File: src/rtl/pipe_stage_skid.sv
// Purpose: inter-stage pipeline register with valid/ready handshake, 1-entry skid, hold and flush.
// Latency: 1 cycle from accept to out_*; sustains one transfer per cycle.
// Backpressure: in_ready is a pure register, low when the skid is full or a flush is pending.
module pipe_stage_skid #(
  parameter int                PC_W    = 32,
  parameter int                DATA_W  = 32,
  parameter logic [DATA_W-1:0] NOP_VAL = 32'h0000_0013
) (
  input  logic              clk,
  input  logic              rst,
  input  logic              hold,
  input  logic              flush,
  input  logic              in_valid,
  output logic              in_ready,
  input  logic [PC_W-1:0]   in_pc,
  input  logic [DATA_W-1:0] in_data,
  output logic              out_valid,
  input  logic              out_ready,
  output logic [PC_W-1:0]   out_pc,
  output logic [DATA_W-1:0] out_data
);

  // Skid entry holds the one transfer that arrived while main was stalled.
  logic              skid_valid;
  logic [PC_W-1:0]   skid_pc;
  logic [DATA_W-1:0] skid_data;
  // A flush seen during hold is parked here until hold drops.
  logic              flush_pend;

  logic              out_valid_n;
  logic [PC_W-1:0]   out_pc_n;
  logic [DATA_W-1:0] out_data_n;
  logic              skid_valid_n;
  logic [PC_W-1:0]   skid_pc_n;
  logic [DATA_W-1:0] skid_data_n;
  logic              flush_pend_n;
  logic              in_ready_n;

  logic acc;
  logic deq;

  assign acc = in_valid && in_ready;
  assign deq = out_valid && out_ready;

  // Next-state: hold freezes everything but flush capture; flush clears; otherwise handshake.
  always_comb begin
    out_valid_n  = out_valid;
    out_pc_n     = out_pc;
    out_data_n   = out_data;
    skid_valid_n = skid_valid;
    skid_pc_n    = skid_pc;
    skid_data_n  = skid_data;
    flush_pend_n = flush_pend;

    if (hold) begin
      flush_pend_n = flush_pend || flush;
    end else if (flush || flush_pend) begin
      // Input side is discarded on this edge as well.
      out_valid_n  = 1'b0;
      out_pc_n     = '0;
      out_data_n   = NOP_VAL;
      skid_valid_n = 1'b0;
      flush_pend_n = 1'b0;
    end else if (!out_valid || deq) begin
      if (skid_valid) begin
        // in_ready was low, so nothing can be accepted alongside this refill.
        out_valid_n  = 1'b1;
        out_pc_n     = skid_pc;
        out_data_n   = skid_data;
        skid_valid_n = 1'b0;
      end else if (acc) begin
        out_valid_n = 1'b1;
        out_pc_n    = in_pc;
        out_data_n  = in_data;
      end else begin
        // Empty main always presents a NOP bubble.
        out_valid_n = 1'b0;
        out_pc_n    = '0;
        out_data_n  = NOP_VAL;
      end
    end else if (acc) begin
      skid_valid_n = 1'b1;
      skid_pc_n    = in_pc;
      skid_data_n  = in_data;
    end

    in_ready_n = !skid_valid_n && !flush_pend_n;
  end

  // State register with synchronous active-low reset that overrides hold and flush.
  always_ff @(posedge clk) begin
    if (!rst) begin
      out_valid  <= 1'b0;
      out_pc     <= '0;
      out_data   <= NOP_VAL;
      skid_valid <= 1'b0;
      skid_pc    <= '0;
      skid_data  <= NOP_VAL;
      flush_pend <= 1'b0;
      in_ready   <= 1'b1;
    end else begin
      out_valid  <= out_valid_n;
      out_pc     <= out_pc_n;
      out_data   <= out_data_n;
      skid_valid <= skid_valid_n;
      skid_pc    <= skid_pc_n;
      skid_data  <= skid_data_n;
      flush_pend <= flush_pend_n;
      in_ready   <= in_ready_n;
    end
  end

endmodule

File: config.mk
export PLATFORM = sky130hd
export DESIGN_NAME = pipe_stage_skid
export DESIGN_NICKNAME = d
export VERILOG_FILES = /design/src/rtl/pipe_stage_skid.sv
export SDC_FILE = /design/constraint.sdc
export NUM_CORES = 1
export LEC_CHECK = 0
export BUFFER_PORTS_ARGS = -buffer_cell sky130_fd_sc_hd__buf_4
export CAP_MARGIN = 5
export CORE_MARGIN = 4
export CORE_UTILIZATION = 35
export DETAILED_ROUTE_END_ITERATION = 6
export PLACE_DENSITY = 0.57
export SETUP_SLACK_MARGIN = 0.05
export SYNTH_ARGS = -nofsm -noshare
export SYNTH_HDL_FRONTEND = slang
export SYNTH_SLANG_ARGS = --single-unit
File: constraint.sdc
create_clock -name clk -period 3 [get_ports clk]
set_input_delay 0.15 -clock clk [delete_from_list [all_inputs] [get_ports clk]]
set_output_delay 0.15 -clock clk [all_outputs]
set_load 0.05 [all_outputs]
==> impl_metrics.py, run 1 <==
metrics = {
    "outcome": {
        "outcome": "completed",
    },
    "cts": {
        "numCtsBuffers": 17,
        "clk_pin_slew_worst_paths_ps": 60,
        "cts_buffer_depth": 2,
        "post_cts_buffers": 0,
        "cts_max_level": 4,
        "cts_sinks": 132,
        "cts_resized": 0,
        "cts_tree": "built",
        "cts_hold_buffers": 63,
        "clk_latency_ps": 420,
        "root_buffer": "clkbuf_16",
    },
    "synthesis": {
        "synth.distinct_cells": 26,
        "synthCells": 521,
        "syn-cell-area_sq_um": 5740,
        "ys_ff_latch": 132,
        "synth_warnings": 0,
        "synth_edf_count": 0,
        "synthFlopType": "dfxtp_1",
        "synthesis.nets": 591,
        "syn_avg_cell_area_sq_um": 11.0,
        "synth-async-reset-ratio_pct": 0,
        "synth.yosys.seq_area_share_pct": 46.0,
    },
    "floorplan": {
        "core_sq_um": 16000,
        "die_y_microns": 136,
        "initial_core_util_pct": 35.9,
        "dieWidth_microns": 136,
        "io_pins": 136,
        "num_rows": 46,
        "die_area_sq_um": 18500,
    },
    "pwr": {
        "leakagePower_nw": 3.15,
        "p_int_mw": 3.45,
        "power.share.combinational_pct": 10.4,
        "peakVddDrop_mv": 0.449,
        "switching_share_pct": 23.6,
        "clockPowerShare_pct": 49.8,
        "total_power_mw": 4.52,
        "pwr-share-seq_pct": 39.8,
        "switchingPower_mw": 1.07,
        "power_density_nw_per_um2": 555,
    },
    "drt": {
        "ant_nets": 0,
        "routed_via_density": 4.73,
        "wl_per_cell_microns": 15.6,
        "drc": 0,
        "wirelength_microns": 14600,
        "dr.pass1.iters": 4,
        "first_iter_violations": 130,
        "vias": 4410,
    },
    "sta": {
        "worst_pin_slew_ps": 1230,
        "setup_violations": 0,
        "fin_tns_setup_ps": 0,
        "finalHoldViolations": 0,
        "slew_headroom_pct": 17.9,
        "rsz0062_at_grt": "no",
        "fin_crit_sh_pct": 73.3,
        "period_needed_ps": 2200,
        "slew_violations": 0,
        "max_clock_freq_mhz": 455,
        "skew_ps": 7.57,
    },
    "global_route": {
        "grt_pass1_vias": 4611,
        "track_usage_pct": 16.0,
        "grt_pass1_wl_microns": 23300,
        "grt_max_degree": 123,
        "antenna_found_initial": 0,
        "grt-ovfl-total": 0,
    },
    "final_layout": {
        "mostFrequentLayoutCell": "buf_4",
        "n_fill_cell": 1449,
        "fin_nets": 774,
        "drive_gt1_share_pct": 33.5,
        "final_cell_mix": "143 x buf_4, 131 x dfxtp_1, 124 x nand2_1, 124 x mux2i_1, 63 x dlygate4sd3_1",
        "n_antenna_cell": 0,
        "area_growth_pct": 41.7,
    },
    "setup_path": {
        "cp_data_arrival_time_ps": 2540,
        "cp_max_fo": 60,
        "critPathTopFamily": "simple AND/OR/NAND/NOR gates",
        "worst-path-buf-inv": 0,
        "cp-end-kind": "flop",
        "critPathLaunchType": "flop",
        "reg2reg_from": "flush_pend",
        "cp_data_required_time_ps": 3340,
        "crit_start": "flush_pend",
        "path_class": "flop to flop",
        "critical_path.max_stage_delay_ps": 920,
        "crit_chain": "or3_1 -> or4b_4 -> o2bb2ai_2",
        "cpMaxStageDelayCell": "or4b_4",
    },
    "worst_hold_path": {
        "hold_path_class": "input pin to flop",
        "hp-start": "in_data[5]",
    },
    "run": {
        "maxCapViolations": 0,
    },
    "placement": {
        "port-buffer-count": 135,
        "place_hpwl_microns": 9010,
        "finalWeightedCongestion": 0.671,
    },
}
[power groups by stage]
stage	Clock (mW)	Sequential, mW	Combinational (mW)
4_1_cts	2.31	1.80	0.475
5_1_grt	2.37	1.80	0.505
3_3_place_gp	0	1.84	0.399
3_5_place_dp	0	1.84	0.408
6_report	2.25	1.80	0.470
2_1_floorplan	0	1.91	0.175
[per-stage QoR]
stage | area [sq um] | setup slack [ps] | utilization, % | cells | hold slack, ps
6_report | 8140 | 801 | 50.9 | 933 | 28.4
2_1_floorplan | 5740 | 1020 | - | 521 | 292
5_1_grt | 8140 | 779 | 50.9 | 933 | 28.2
3_5_place_dp | 6860 | 837 | 42.9 | 838 | 424
4_1_cts | 8140 | 828 | 50.9 | 933 | 3.48
3_3_place_gp | 6860 | 881 | 42.9 | 838 | 416
[metal layers]
metal	wire length (microns)	up-vias	global-route usage (%)
met5	0	-	0
met4	154	0	4.93
met3	691	12	4.81
met2	7300	93	27.3
met1	6430	2095	19.4
li1	-	2210	-
[cell usage after synthesis (3+ instances only)]
library cell,number,area share [%]
dfxtp_1,132,46
mux2i_1,124,22
nand2_1,124,8.1
o2bb2ai_2,60,16
clkbuf_1,14,0.92
buf_6,12,2.4
buf_1,9,0.59
nor2_1,9,0.59
buf_2,6,0.52
inv_1,4,0.26
o31ai_1,4,0.52
a22oi_1,3,0.39
nand2b_1,3,0.33
[registers in the layout, summed over array words and instances, names as in the netlist]
signal / cells
out_data: 32
out_pc: 32
skid_data: 32
skid_pc: 32
flush_pend: 1
in_ready: 1
out_valid: 1
skid_valid: 1
[worst min-delay path, stage by stage]
cell	delay [ps]
buf_4	90
mux2i_1	70
o2bb2ai_2	110
[final timing paths]
check	end	slack, ps	depth (start not counted)
worst max-delay path	out_data[3]	800	3
worst min-delay path	out_data[5]	30	3
worst max register to register	out_data[3]	800	3
worst min register to register	skid_data[6]	460	2
[logic make-up (layout without fill, tap and decap cells)]
logic type	count (synthesis)	in the layout	share of synthesized area (%)
muxes	124	124	21.6
buffers and inverters	48	244	4.97
DFF	132	132	46.0
and+or+nand+nor	144	144	10.0
AOI/OAI and AO/OA	73	73	17.4
[layout make-up]
cell class | count | area, sq um | area share, %
multi-input cells | 341 | 2830 | 34.8
flip-flops and latches | 132 | 2650 | 32.5
inverters | 5 | 18.8 | 0.231
well taps | 216 | 270 | 3.32
clock buffers | 20 | 468 | 5.75
repair buffers | 207 | 1720 | 21.2
clock inverters | 12 | 176 | 2.17
Note: power is estimated with default switching activity, not from simulation.
==> inputs of run 2 (changes only) <==
- PLACE_DENSITY: 0.57 -> 0.59
- clock period: 3 -> 2 ns (I/O delays scaled with it)
==> impl_metrics.py, run 2 (synthesis results as in run 1) <==
metrics = {
    "cts": {
        "cts_tree": "built",
        "numCtsBuffers": 17,
        "cts_sinks": 132,
        "root_buffer": "clkbuf_16",
        "clk_latency_ps": 410,
        "clk_pin_slew_worst_paths_ps": 60,
        "cts_max_level": 4,
        "cts_buffer_depth": 2,
    },
    "floorplan": {
        "die_y_microns": 136,
        "dieWidth_microns": 136,
        "initial_core_util_pct": 35.9,
        "die_area_sq_um": 18500,
        "num_rows": 46,
        "io_pins": 136,
        "core_sq_um": 16000,
    },
    "sta": {
        "skew_ps": 5.84,
        "slew_violations": 0,
        "period_needed_ps": 1860,
        "whs_ps": 20.8,
        "setup_ws_ps": 144,
        "slew_headroom_pct": 67.2,
        "fin_crit_sh_pct": 92.8,
        "setup_violations": 0,
        "max_clock_freq_mhz": 539,
        "rsz0062_at_grt": "no",
        "finalHoldViolations": 0,
        "worst_pin_slew_ps": 493,
        "fin_tns_setup_ps": 0,
    },
    "drt": {
        "dr_wl_met2_microns": 6770,
        "wl_per_cell_microns": 15.1,
        "wl_met3_microns": 683,
        "ant_nets": 0,
        "met1Wirelength_microns": 6380,
        "vias": 4438,
        "routed_via_density": 4.74,
        "wirelength_microns": 14100,
        "dr.pass1.iters": 4,
        "first_iter_violations": 128,
        "highest_layer": "met4",
        "drc": 0,
    },
    "setup_path": {
        "cp_data_required_time_ps": 2340,
        "r2r_end": "skid_data[21]",
        "cp_data_arrival_time_ps": 2200,
        "cp_max_fo": 22,
        "rrSetupSlack_ps": 180,
        "reg2reg_from": "flush_pend",
        "cp-end-kind": "flop",
        "path_class": "input pin to flop",
        "critPathLaunchType": "input pin",
        "reg2reg_depth": 4,
    },
    "pwr": {
        "peakVddDrop_mv": 0.607,
        "switchingPower_mw": 1.52,
        "pwr-share-seq_pct": 43.2,
        "total_power_mw": 6.25,
        "power_density_nw_per_um2": 764,
        "power.share.combinational_pct": 11.5,
        "clockPowerShare_pct": 45.3,
        "leakagePower_nw": 3.17,
        "p_int_mw": 4.73,
        "switching_share_pct": 24.3,
    },
    "final_layout": {
        "fin_nets": 780,
        "area_growth_pct": 42.4,
        "final_core_util_pct": 51.1,
        "drive_gt1_share_pct": 33.3,
        "mostFrequentLayoutCell": "buf_4",
        "n_antenna_cell": 0,
        "seqCellArea_sq_um": 2650,
        "stdcell_count": 937,
        "multi_input_area_sq_um": 2840,
        "n_fill_cell": 1459,
        "final_cell_mix": "139 x buf_4, 130 x dfxtp_1, 124 x nand2_1, 124 x mux2i_1, 65 x dlygate4sd3_1",
        "post-route-cell-area_sq_um": 8180,
    },
    "placement": {
        "place_ws_ps": 134,
        "finalWeightedCongestion": 0.709,
        "place_hpwl_microns": 8760,
        "port-buffer-count": 135,
        "place_inst": 841,
        "dpl_cell_area_sq_um": 6970,
    },
    "worst_hold_path": {
        "hold_end": "skid_valid",
        "hold_path_class": "input pin to flop",
        "hp-start": "hold",
        "holdPathStages": 3,
    },
    "global_route": {
        "grt_pass1_vias": 4526,
        "grt_pass1_wl_microns": 22500,
        "track_usage_pct": 15.4,
        "grt-ovfl-total": 0,
        "antenna_found_initial": 0,
        "grt_max_degree": 123,
    },
    "run": {
        "maxCapViolations": 0,
    },
    "outcome": {
        "outcome": "completed",
    },
}
[run 2: cell count changes in the layout (fill, tap and decap cells not counted), moves of 2 or more]
cell / change
clkbuf_1: +3
clkinv_4: -3
buf_12: +6
dlygate4sd3_1: +2
buf_4: -4
bufinv_16: -4
clkbuf_8: +4
[run 2: timing repair]
action,4_1_cts,5_1_grt
hold buffers,65,0
gates resized for setup,0,3
setup buffers,0,0
setup endpoints to repair,0,39
hold endpoints to repair,128,0
[run 2: layer usage]
metal | global-route usage, % | vias up
met4 | 6.05 | 0
met5 | 0 | -
met2 | 25.8 | 108
met3 | 4.22 | 23
li1 | - | 2214
met1 | 18.7 | 2093
[run 2: worst max path at each step]
stage | slack (ps) | startpoint | end | depth (start not counted)
after floorplan | 190 | out_valid | out_data[10] | 5
after global placement | 170 | flush_pend | skid_data[27] | 4
after detailed placement | 130 | flush_pend | skid_pc[1] | 4
after CTS | 80 | flush | skid_pc[1] | 6
after global routing | 70 | flush | skid_pc[0] | 6
final | 140 | flush | skid_data[21] | 6
[run 2: critical path, stage by stage]
cell and delay [ps]:
dlygate4sd3_1 540, buf_4 140, or3_1 420, nor4b_4 410
buf_6 350, mux2i_1 230
[run 2: power by group through the flow]
stage	Combinational [mW]	Sequential, mW	Clock [mW]
3_3_place_gp	0.611	2.75	0
5_1_grt	0.771	2.70	3.02
6_report	0.719	2.70	2.83
3_5_place_dp	0.617	2.75	0
2_1_floorplan	0.263	2.86	0
4_1_cts	0.723	2.70	2.90
[run 2: area by class of cell]
| cell class | instances | area share [%] |
|---|---|---|
| clock buffers | 26 | 6.23 |
| clock inverters | 4 | 0.275 |
| inverters | 5 | 0.229 |
| multi-input cells | 341 | 34.7 |
| flip-flops and latches | 132 | 32.4 |
| well taps | 216 | 3.30 |
| repair buffers | 213 | 22.9 |
